==> config.mk <==
export PLATFORM = sky130hd
export DESIGN_NAME = instr_fetch_unit
export DESIGN_NICKNAME = d
export VERILOG_FILES = /design/src/rtl/fetch_pkg.sv /design/src/rtl/instr_fetch_unit.sv
export SDC_FILE = /design/constraint.sdc
export NUM_CORES = 1
export LEC_CHECK = 0
export BUFFER_PORTS_ARGS = -buffer_cell sky130_fd_sc_hd__buf_2
export CORE_MARGIN = 3
export CORE_UTILIZATION = 40
export DETAILED_ROUTE_END_ITERATION = 6
export GPL_ROUTABILITY_DRIVEN = 1
export PLACE_DENSITY = 0.66
export SLEW_MARGIN = 15
export SYNTH_ARGS = -nofsm -noshare
export SYNTH_HDL_FRONTEND = slang
export SYNTH_SLANG_ARGS = --single-unit
==> constraint.sdc <==
create_clock -name clk -period 2.1 [get_ports clk]
set_clock_uncertainty 0.2 [all_clocks]
set_input_delay 0.42 -clock clk [delete_from_list [all_inputs] [get_ports clk]]
set_output_delay 0.42 -clock clk [all_outputs]
set_load 0.05 [all_outputs]
==> src/rtl/fetch_pkg.sv <==
// Shared definitions for the instruction fetch stage: widths, state
// encoding and the field layout of an assembled instruction.
package fetch_pkg;

    localparam int ADDR_W_DEF = 8;
    localparam int DATA_W_DEF = 8;
    localparam int INSTR_W    = 2 * DATA_W_DEF;

    // Field positions inside a 16-bit instruction word.
    localparam int OPCODE_MSB  = 15;
    localparam int OPCODE_LSB  = 8;
    localparam int OPERAND_MSB = 7;
    localparam int OPERAND_LSB = 0;

    localparam logic [1:0] FETCH_HI = 2'd0;
    localparam logic [1:0] FETCH_LO = 2'd1;
    localparam logic [1:0] VALID    = 2'd2;

    typedef enum logic [1:0] {
        ST_FETCH_HI = FETCH_HI,
        ST_FETCH_LO = FETCH_LO,
        ST_VALID    = VALID
    } fetch_state_e;

endpackage

==> src/rtl/instr_fetch_unit.sv <==
// Instruction fetch stage: reads an opcode byte then an operand byte from
// instruction memory, bumps the PC once per accepted byte, and hands the
// assembled 16-bit word to decode over a valid/ready handshake.
//
// state    | meaning
// ---------|-----------------------------------------------------------
// FETCH_HI | requesting opcode byte (unless halted)
// FETCH_LO | requesting operand byte; halt ignored so the word completes
// VALID    | instr_out holds a complete instruction, waiting for decode
module instr_fetch_unit
    import fetch_pkg::*;
#(
    parameter int ADDR_W = ADDR_W_DEF,
    parameter int DATA_W = DATA_W_DEF
) (
    input  logic                  clk,
    input  logic                  reset,
    input  logic [ADDR_W-1:0]     pc_value,
    output logic                  pc_inc,
    output logic [ADDR_W-1:0]     mem_addr,
    output logic                  mem_req,
    input  logic [DATA_W-1:0]     mem_rdata,
    input  logic                  mem_ready,
    input  logic                  flush,
    input  logic                  halt,
    output logic [2*DATA_W-1:0]   instr_out,
    output logic                  instr_valid,
    input  logic                  instr_ready,
    output logic                  fetch_busy
);

    fetch_state_e              state_q, state_d;
    logic [DATA_W-1:0]         opcode_q, opcode_d;
    logic [2*DATA_W-1:0]       instr_q, instr_d;
    logic                      req_raw;
    logic                      accept;

    // The memory address simply tracks the PC; wrap-around comes for free.
    assign mem_addr = pc_value;

    // Raw request level per state, before the reset override.
    always_comb begin
        req_raw = 1'b0;
        unique case (state_q)
            ST_FETCH_HI: req_raw = !halt;
            ST_FETCH_LO: req_raw = 1'b1;
            ST_VALID:    req_raw = 1'b0;
            default:     req_raw = 1'b0;
        endcase
    end

    assign mem_req     = req_raw && !reset;
    assign accept      = mem_req && mem_ready;
    // A flush cycle must not bump the PC or it would corrupt the jump load.
    assign pc_inc      = accept && !flush;
    assign fetch_busy  = mem_req && (state_q == ST_FETCH_HI || state_q == ST_FETCH_LO);
    assign instr_valid = (state_q == ST_VALID) && !reset;
    assign instr_out   = instr_q;

    // Next-state, opcode latch and instruction register update.
    always_comb begin
        state_d  = state_q;
        opcode_d = opcode_q;
        instr_d  = instr_q;
        unique case (state_q)
            ST_FETCH_HI: begin
                if (accept) begin
                    opcode_d = mem_rdata;
                    state_d  = ST_FETCH_LO;
                end
            end
            ST_FETCH_LO: begin
                if (accept) begin
                    instr_d = {opcode_q, mem_rdata};
                    state_d = ST_VALID;
                end
            end
            ST_VALID: begin
                if (instr_ready) begin
                    state_d = ST_FETCH_HI;
                end
            end
            default: state_d = ST_FETCH_HI;
        endcase
        // A taken jump discards any partial word and any byte accepted now.
        if (flush) begin
            state_d  = ST_FETCH_HI;
            opcode_d = '0;
            instr_d  = instr_q;
        end
    end

    // State and datapath registers with synchronous reset.
    always_ff @(posedge clk) begin
        if (reset) begin
            state_q  <= ST_FETCH_HI;
            opcode_q <= '0;
            instr_q  <= '0;
        end else begin
            state_q  <= state_d;
            opcode_q <= opcode_d;
            instr_q  <= instr_d;
        end
    end

endmodule

; ---- Yosys cells after proc, flatten, opt, wreduce, memory -nomap -nowiden
; Cells that the tools add are included.
[totals]
ff_bits = 26
output_inout_bits = 28
input_bits = 22
word_cells = 28
[op_classes]
n_bitwise = 1
n_eq_ne = 5
muxes = 5
n_reduce_logical = 14
[op_table]
columns = cell, n
row1 = 2-to-1 mux 2 bit, 3
row2 = != test 2 bit (second input constant), 3
row3 = one-hot mux 2 bit (3 select lines), 1
row4 = AND reduction 3 bit, 2
row5 = logical AND 1 bit, 5
row6 = logical NOT 1 bit, 3
row7 = equality test 2 x 1 -> 1 bit (second input constant), 1
row8 = equality test 2 bit (second input constant), 1
row9 = logical NOT 2 bit, 1
row10 = one-hot mux 1 bit (2 select lines), 1
row11 = AND reduction 2 bit, 1
row12 = OR reduction 2 bit, 1
row13 = logical OR 1 bit, 1
row14 = inverter 1 bit, 1

; ---- Longest topological paths before layout
; Gate-level depths: netlist of run 1.
[depth]
word_depth = 6
ltp_mapped = 5
ltp_nobuf = 3

; ---- Worst setup path after synthesis of run 1
; No wires, ideal clock.
[synth_timing]
path_kind = input-to-output
from = in reset
to = out pc_inc
required_time_ns = 1.480
path_buffers = 1
arrival_time_ns = 2.462
path_stages = 3
setup_slack_ns = -0.982
path_cell_list = clkbuf_1 nor2_1 nor4bb_1
[synth_via]
elab_chain_len = 4
[synth_lines]
columns = element, line
row1 = start: declaration, instr_fetch_unit.sv:17  ; input logic reset,
row2 = logical NOT 1 bit, instr_fetch_unit.sv:52  ; assign mem_req = req_raw && !reset;
row3 = logical AND 1 bit, instr_fetch_unit.sv:52
row4 = logical AND 1 bit, instr_fetch_unit.sv:53  ; assign accept = mem_req && mem_ready;
row5 = logical AND 1 bit, instr_fetch_unit.sv:55  ; assign pc_inc = accept && !flush;
row6 = end: declaration, instr_fetch_unit.sv:19  ; output logic pc_inc,
; Every way passes these cells.

; ---- Worst setup path after layout of run 1
[layout_timing]
from = reg state_q[1]
to = out mem_req
[layout_via]
elab_chain_len = 3
elab_cells_between_ends = 4
cone_classes = 1 x eq/ne / 1 x mux / 2 x reduce/logical
[layout_lines]
columns = element, line
row1 = start: declaration, instr_fetch_unit.sv:32  ; fetch_state_e state_q, state_d;
row2 = start signal: assignment, instr_fetch_unit.sv:100  ; state_q <= state_d;
row3 = equality test 2 x 1 -> 1 bit / logical NOT 2 bit (equally long branches), instr_fetch_unit.sv:44  ; unique case (state_q)
row4 = one-hot mux 1 bit (2 select lines) *, instr_fetch_unit.sv:44
row5 = logical AND 1 bit *, instr_fetch_unit.sv:52
row6 = end: declaration, instr_fetch_unit.sv:21  ; output logic mem_req,
; Every way passes the cells marked *; elsewhere a longest branch is shown, timed or not.

==> impl_metrics.ini, run 1 <==
[critical_path]
critPathCaptureType = primary output
crit_family = simple AND/OR/NAND/NOR gates
crit_buf_inv = 1
worstSetupStartpointType = register
slowest_stage = dfxtp_2
critPathMaxFanout = 10
criticalPathCategory = reg2out
cpPeakStageDelay_ns = 0.39
required_ns = 1.48
path_cells = or2_2, nor2_1, buf_4
arrival_ns = 1.41

[floorplan]
dieArea_sq_um = 3505
die_y_um = 59.21
ioPinCount = 50
rows = 18
core-area_sq_um = 2590
initial_utilization = 0.4372
fp.dieW_um = 59.21

[synth]
syn_nets = 157
synth.distinct_cells = 24
ys_seq_area_frac = 0.4597
syn_area_sq_um = 1132
synthFlopType = dfxtp_1
synthCells = 135
syn_area_per_cell_sq_um = 8.388
synth_edf_count = 0
synthArstFlopShare = 0
synth-seq-cells = 26
synth_warnings = 0

[cells_and_area]
fin_nets = 180
drive_above_1_share = 0.2994
instances_no_fill = 187
antenna_cells = 0
areaGrowthSynthToFinish_pct = 15.58
postLayoutCellArea_sq_um = 1309
fillers = 262

[power]
ir_drop_v = 0.0003279
powerDensity_nw_per_um2 = 643.4
leakage_nw = 0.5049
total_power_mw = 0.8420

[timing]
layout_setup_ws_ns = 0.06576
fmax_mhz = 491.6
final-setup-viol-count = 0
tightest_slew_ns = 0.5589
slew_viol_final = 0
slew_headroom = 0.6274
finalCriticalPeriod_ns = 2.034
finalCritPeriodShare = 0.9687
rsz0062_at_grt = no
hold_violations = 0

[global_route]
grt_pass1_wl_um = 4250
antenna_found_initial = 0
grt_max_degree = 19
grt_overflow = 0
grt.total_usage = 0.1550
first_global_vias = 1002

[routing]
drc = 0
wl_per_cell_um = 13.87
drt_iter0_markers = 19
drt_pass1_iterations = 4
ant_nets = 0
via_count = 1037
viasPerCell = 5.545
drt_wl_total_um = 2593

[clocking]
cts_buffers = 3
root_buffer = clkbuf_4
cts.clk_slew.worst_paths_ns = 0.14
clock_latency_ns = 0.32
post_cts_buffers = 0
htreeDepth = 1
cts.path.max_buffers = 2
cts_sinks = 26
cts_tree = built

[placement]
placed_cell_area_sq_um = 1262
place_inst = 183
hpwl_um = 1878
post-place-ws_ns = 0.2004
gp_congestion = 0.7853
portBuffers = 33

[status]
outcome = complete, no violations

[job]
cap_violations = 0

[hold_path]
min_path_type = in2reg
[area by class of cell]
class / instances / area [sq um] / share of cell area
Multi-Input combinational cell: 91 / 516.7 / 0.3948
Clock buffer: 4 / 36.28 / 0.02772
Sequential cell: 26 / 523.0 / 0.3996
Timing Repair Buffer: 36 / 195.2 / 0.1491
Tap cell: 30 / 37.54 / 0.02868
[worst reg2reg max path: stages, from the launching register on]
cell and delay, ns:
dfxtp_2 0.39, or3_1 0.63, o21ai_0 0.25, a21oi_1 0.10
[cells by family (layout without fill, tap and decap cells)]
logic type      after synthesis  in the layout  share of synthesized area
compound gates               50             50                     0.2398
simple gates                 41             41                     0.2011
flops                        26             26                     0.4597
buf+inv                      18             40                    0.09944
[routing by layer]
layer / vias to the layer above / global-route usage / routed length (um)
met2: 38 / 0.2715 / 1243
met1: 480 / 0.1874 / 1138
li1: 515 / - / -
met4: 0 / 0.05178 / 27
met3: 4 / 0.03050 / 184
met5: - / 0 / 0
[through the flow]
step           setup TNS, ns  hold slack, ns  utilization
4_1_cts                    0          0.1329       0.5039
2_1_floorplan       -0.06283          0.2403            -
3_3_place_gp               0          0.2600       0.4874
3_5_place_dp               0          0.2623       0.4874
5_1_grt                    0          0.1268       0.5053
6_report                   0          0.1446       0.5053
[registers in the layout, summed over array words and instances (netlist names)]
| signal | cells |
|---|---|
| opcode_q | 8 |
| state_q | 2 |
| instr_out | 16 |
[report_power, final]
group	switching, mW	internal, mW	leakage [nW]
combinational	0.0586	0.0302	0.273
clock	0.148	0.106	0.0210
sequential	0.00262	0.497	0.211
total	0.209	0.633	0.505
[synthesized netlist by cell type, types with 2 or more instances]
| library cell | number | share of area |
|---|---|---|
| dfxtp_1 | 26 | 0.46 |
| nand3_1 | 24 | 0.11 |
| a21oi_1 | 17 | 0.075 |
| o21ai_0 | 15 | 0.066 |
| buf_4 | 9 | 0.060 |
| o21ai_1 | 9 | 0.040 |
| clkbuf_1 | 5 | 0.017 |
| nor2_1 | 5 | 0.017 |
| a21boi_0 | 4 | 0.027 |
| a21boi_1 | 4 | 0.027 |
| and2_1 | 2 | 0.011 |
| buf_2 | 2 | 0.0088 |
| nand2b_1 | 2 | 0.011 |
[placed cells by master (no fill, tap or decap)]
master and count:
buf_4 5, or3b_1 1, nand2_1 1, nand2b_1 2, o21ai_0 15, a21boi_0 4
o22ai_1 1, a21oi_1 17, nor2_2 1, nor3_2 1, dfxtp_2 2, and2_1 2
dfxtp_1 24, a21boi_1 4, clkbuf_4 4, nor3b_2 1, nor2b_1 1, buf_2 30
clkbuf_8 1, o21ai_1 9, nor2_1 4, nand3_1 24, nor4bb_4 1, or2_2 1
or3_1 1
[final timing paths]
kind                              startpoint            to  slack (ns)  depth (start not counted)
worst max-delay path              state_q[1]       mem_req        0.07                          3
worst min-delay path            mem_rdata[3]   opcode_q[3]        0.14                          3
worst max register to register    state_q[1]  instr_out[6]        0.43                          3
worst min register to register   opcode_q[1]  instr_out[9]        0.28                          2
[timing repair]
item                       4_1_cts  5_1_grt
cloned                           0        0
resized for setup                3        2
hold buffers                     0        0
setup endpoints to repair        2        1
(Power assumes the default switching activity.)
==> run 2, diff against run 1 <==
--- a/config.mk
+++ b/config.mk
@@ -7,10 +7,10 @@
 export LEC_CHECK = 0
 export BUFFER_PORTS_ARGS = -buffer_cell sky130_fd_sc_hd__buf_2
 export CORE_MARGIN = 3
-export CORE_UTILIZATION = 40
+export CORE_UTILIZATION = 46
 export DETAILED_ROUTE_END_ITERATION = 6
 export GPL_ROUTABILITY_DRIVEN = 1
-export PLACE_DENSITY = 0.66
+export PLACE_DENSITY = 0.75
 export SLEW_MARGIN = 15
 export SYNTH_ARGS = -nofsm -noshare
 export SYNTH_HDL_FRONTEND = slang
==> impl_metrics.ini, run 2 (same netlist as run 1, synthesis figures left out) <==
[global_route]
grt_max_degree = 18
first_global_vias = 1058
grt_pass1_wl_um = 4609
antenna_found_initial = 0
grt.total_usage = 0.1821
grt_overflow = 0

[timing]
final-setup-viol-count = 0
tightest_slew_ns = 0.5696
finalCriticalPeriod_ns = 1.992
slew_viol_final = 0
slew_headroom = 0.6202
finalSetupTns_ns = 0
fmax_mhz = 502.1
finalCritPeriodShare = 0.9484
rsz0062_at_grt = no
layout_setup_ws_ns = 0.1083
hold_violations = 0

[cells_and_area]
largest_reg_flops = 16
drive_above_1_share = 0.2885
layout_commonest_cell = buf_2
areaGrowthSynthToFinish_pct = 14.25
antenna_cells = 0
postLayoutCellArea_sq_um = 1294
final_cell_mix = buf_2, dfxtp_1, nand3_1
fin_nets = 180

[floorplan]
dieArea_sq_um = 3093
rows = 17
ioPinCount = 50
fp.dieW_um = 55.62
initial_utilization = 0.4975
core-area_sq_um = 2276
die_y_um = 55.62

[routing]
viasPerCell = 5.614
ant_nets = 0
drc = 0
drt_pass1_iterations = 4
drt_iter0_markers = 15
via_count = 1033
wl_per_cell_um = 14.79
drt_wl_total_um = 2721

[critical_path]
required_ns = 1.48
critPathMaxFanout = 10
arrival_ns = 1.37
critPathCaptureType = primary output
criticalPathCategory = reg2out
worstSetupStartpointType = register

[clocking]
post_cts_buffers = 0
cts.clk_slew.worst_paths_ns = 0.13
cts_sinks = 26
cts_tree = built
clock_latency_ns = 0.31
htreeDepth = 1
root_buffer = clkbuf_4
cts.path.max_buffers = 2
cts_buffers = 3

[job]
cap_violations = 0

[placement]
placed_cell_area_sq_um = 1260
post-place-ws_ns = 0.1592
gp_congestion = 0.7877
portBuffers = 33

[power]
ir_drop_v = 0.0003262
total_power_mw = 0.7963
powerDensity_nw_per_um2 = 615.5
leakage_nw = 0.4978

[status]
outcome = complete, no violations

[hold_path]
min_path_type = in2reg
## run 2: what timing repair did
action / CTS / global route
pin swaps: 0 / 0
endpoints found under the setup margin: 2 / 1
hold buffers: 0 / 0
resized for setup: 3 / 2
gates cloned: 0 / 0
## run 2: where the power goes
part	total (mW)	leakage, nW	switching [mW]	internal (mW)
logic	0.0920	0.274	0.0612	0.0309
registers	0.500	0.210	0.00267	0.497
clock network	0.205	0.0138	0.138	0.0670
total	0.796	0.498	0.202	0.595
## run 2: layout make-up
type	instances	area, sq um
clock buffer	3	22.52
fill	219	982.2
multi-input combinational	91	519.2
sequential	26	521.8
tap	28	35.03
timing repair buffer	36	195.2
## run 2: layer usage
metal	vias to the layer above	wire length, um	global-route usage
met4	0	16	0.08333
met1	486	1210	0.2081
met2	29	1334	0.3159
li1	516	-	-
met3	2	160	0.04640
met5	-	0	0
## run 2: critical path, cell delays in order, from the launching register on
cell     delay (ns)
dfxtp_1        0.42
or2_4          0.33
nor2_1         0.11
buf_4          0.21
## run 2: stage by stage
step / instances / util / hold WS (ns)
after CTS: 184 / 0.5668 / 0.1504
after global placement: 181 / 0.5536 / 0.2577
final: 184 / 0.5684 / 0.1611
after detailed placement: 181 / 0.5536 / 0.2610
after global routing: 184 / 0.5684 / 0.1418
after floorplan: 135 / - / 0.2403
## run 2: final timing paths
kind / from / to / slack [ns] / cells after the start
setup reg to reg: state_q[1] / instr_out[0] / 0.38 / 3
hold / removal: mem_rdata[6] / opcode_q[6] / 0.16 / 3
hold reg to reg: opcode_q[1] / instr_out[9] / 0.28 / 2
setup / recovery: state_q[1] / fetch_busy / 0.11 / 3
==> run 3, diff against run 2 <==
==> constraint.sdc (replaced) <==
create_clock -name clk -period 2.2 [get_ports clk]
set_clock_uncertainty 0.2 [all_clocks]
set_input_delay 0.44 -clock clk [delete_from_list [all_inputs] [get_ports clk]]
set_output_delay 0.44 -clock clk [all_outputs]
set_load 0.05 [all_outputs]
==> impl_metrics.ini, run 3 (same netlist as run 1, synthesis figures left out) <==
[status]
outcome = complete, no violations

[critical_path]
r2r_setup_slack_ns = 0.50
slowest_stage = dfxtp_1
arrival_ns = 1.49
r2r-end = instr_out[1]
path_cells = or2_2, nor2_1, clkbuf_4
criticalPathCategory = reg2out
cpPeakStageDelay_ns = 0.42
critPathMaxFanout = 10
r2r_start = state_q[1]
worstSetupStartpointType = register
critPathCaptureType = primary output
required_ns = 1.56
rr_worst_depth = 3

[routing]
viasPerCell = 5.708
drt_wl_total_um = 2545
ant_nets = 0
drc = 0
via_count = 1056
wl_per_cell_um = 13.76
drt_iter0_markers = 20
drt_pass1_iterations = 4

[hold_path]
min_from = mem_rdata[0]
holdPathStages = 3
hold_end = opcode_q[0]
min_path_type = in2reg

[clocking]
clock_latency_ns = 0.30
cts_buffers = 3
root_buffer = clkbuf_4
cts_sinks = 26
cts.path.max_buffers = 2
cts_tree = built
cts.clk_slew.worst_paths_ns = 0.13
post_cts_buffers = 0
htreeDepth = 1

[power]
total_power_mw = 0.7527
ir_drop_v = 0.0003325
leakage_nw = 0.5017
powerDensity_nw_per_um2 = 582.4

[timing]
finalCritPeriodShare = 0.9674
slew_headroom = 0.6363
fmax_mhz = 469.9
hold_violations = 0
slew_viol_final = 0
final-setup-viol-count = 0
finalCriticalPeriod_ns = 2.128
tightest_slew_ns = 0.5442
finalSetupTns_ns = 0

[placement]
hpwl_um = 1861
gp_congestion = 0.7631
place_inst = 182
portBuffers = 33
placed_cell_area_sq_um = 1265

[floorplan]
fp.dieW_um = 55.62
initial_utilization = 0.4975
core-area_sq_um = 2276
rows = 17
die_y_um = 55.62
ioPinCount = 50
dieArea_sq_um = 3093

[global_route]
first_global_vias = 1028
grt_overflow = 0
grt_use_met1 = 0.1905
grt_max_degree = 19
grt.total_usage = 0.1675
gr-max-usage-layer = met2
grt_pass1_wl_um = 4312
use_met2 = 0.2838
antenna_found_initial = 0
grt_use_met3 = 0.03712

[job]
cap_violations = 0

[cells_and_area]
final_cell_mix = buf_2, dfxtp_1, nand3_1
fin_util = 0.5679
instances_no_fill = 185
drive_above_1_share = 0.2803
antenna_cells = 0
largest_reg_flops = 16
layout_commonest_cell = buf_2
postLayoutCellArea_sq_um = 1292
fin_nets = 181
areaGrowthSynthToFinish_pct = 14.14
==> run 3: cell count changes in the layout (fill, tap and decap cells not counted), sizes merged <==
| cell | delta |
|---|---|
| clkbuf | +1 |
==> run 3: what timing repair did <==
| action | in CTS | in global routing |
|---|---|---|
| endpoints found under the setup margin | 0 | 2 |
| hold buffers | 0 | 0 |
| gates resized for setup | 0 | 2 |
==> run 3: area by class of cell <==
type / instances / area [sq um]
multi-input combinational: 91 / 514.2
timing repair buffer: 37 / 200.2
clock buffer: 3 / 22.52
fill: 211 / 983.4
tap: 28 / 35.03
sequential: 26 / 520.5
==> run 3: stage by stage <==
stage | hold WS (ns) | worst slack [ns]
finish | 0.1838 | 0.07176
global route | 0.1748 | -0.03242
CTS | 0.1820 | 0.05355
detailed placement | 0.2609 | 0.2670
global placement | 0.2582 | 0.2892
floorplan | 0.2403 | 0.004461
==> run 3: layer usage <==
metal,vias up,wire length [um]
met1,486,1061
met2,40,1226
met4,0,74
li1,520,-
met3,10,183
met5,-,0
==> run 3: worst max-delay path, delay by kind of cell, from the launching register on <==
kind | cells | cell delay [ns]
flip-flops | 1 | 0.42
buffers and inverters | 1 | 0.24
AND/OR/NAND/NOR | 2 | 0.53
==> run 3: power by group <==
part | internal (mW) | leakage [nW] | switching, mW
clock | 0.0639 | 0.0138 | 0.126
sequential | 0.474 | 0.210 | 0.00258
combinational | 0.0293 | 0.278 | 0.0568
==> run 3: how the worst max path moves through the flow <==
stage                     depth (start not counted)         end  slack (ns)  startpoint
after floorplan                                   3      pc_inc       0.004       reset
after global placement                            4     mem_req        0.29       reset
after detailed placement                          4  fetch_busy        0.27       reset
after CTS                                         3  fetch_busy        0.05  state_q[1]
after global routing                              3     mem_req       -0.03  state_q[1]
final                                             3  fetch_busy        0.07  state_q[1]
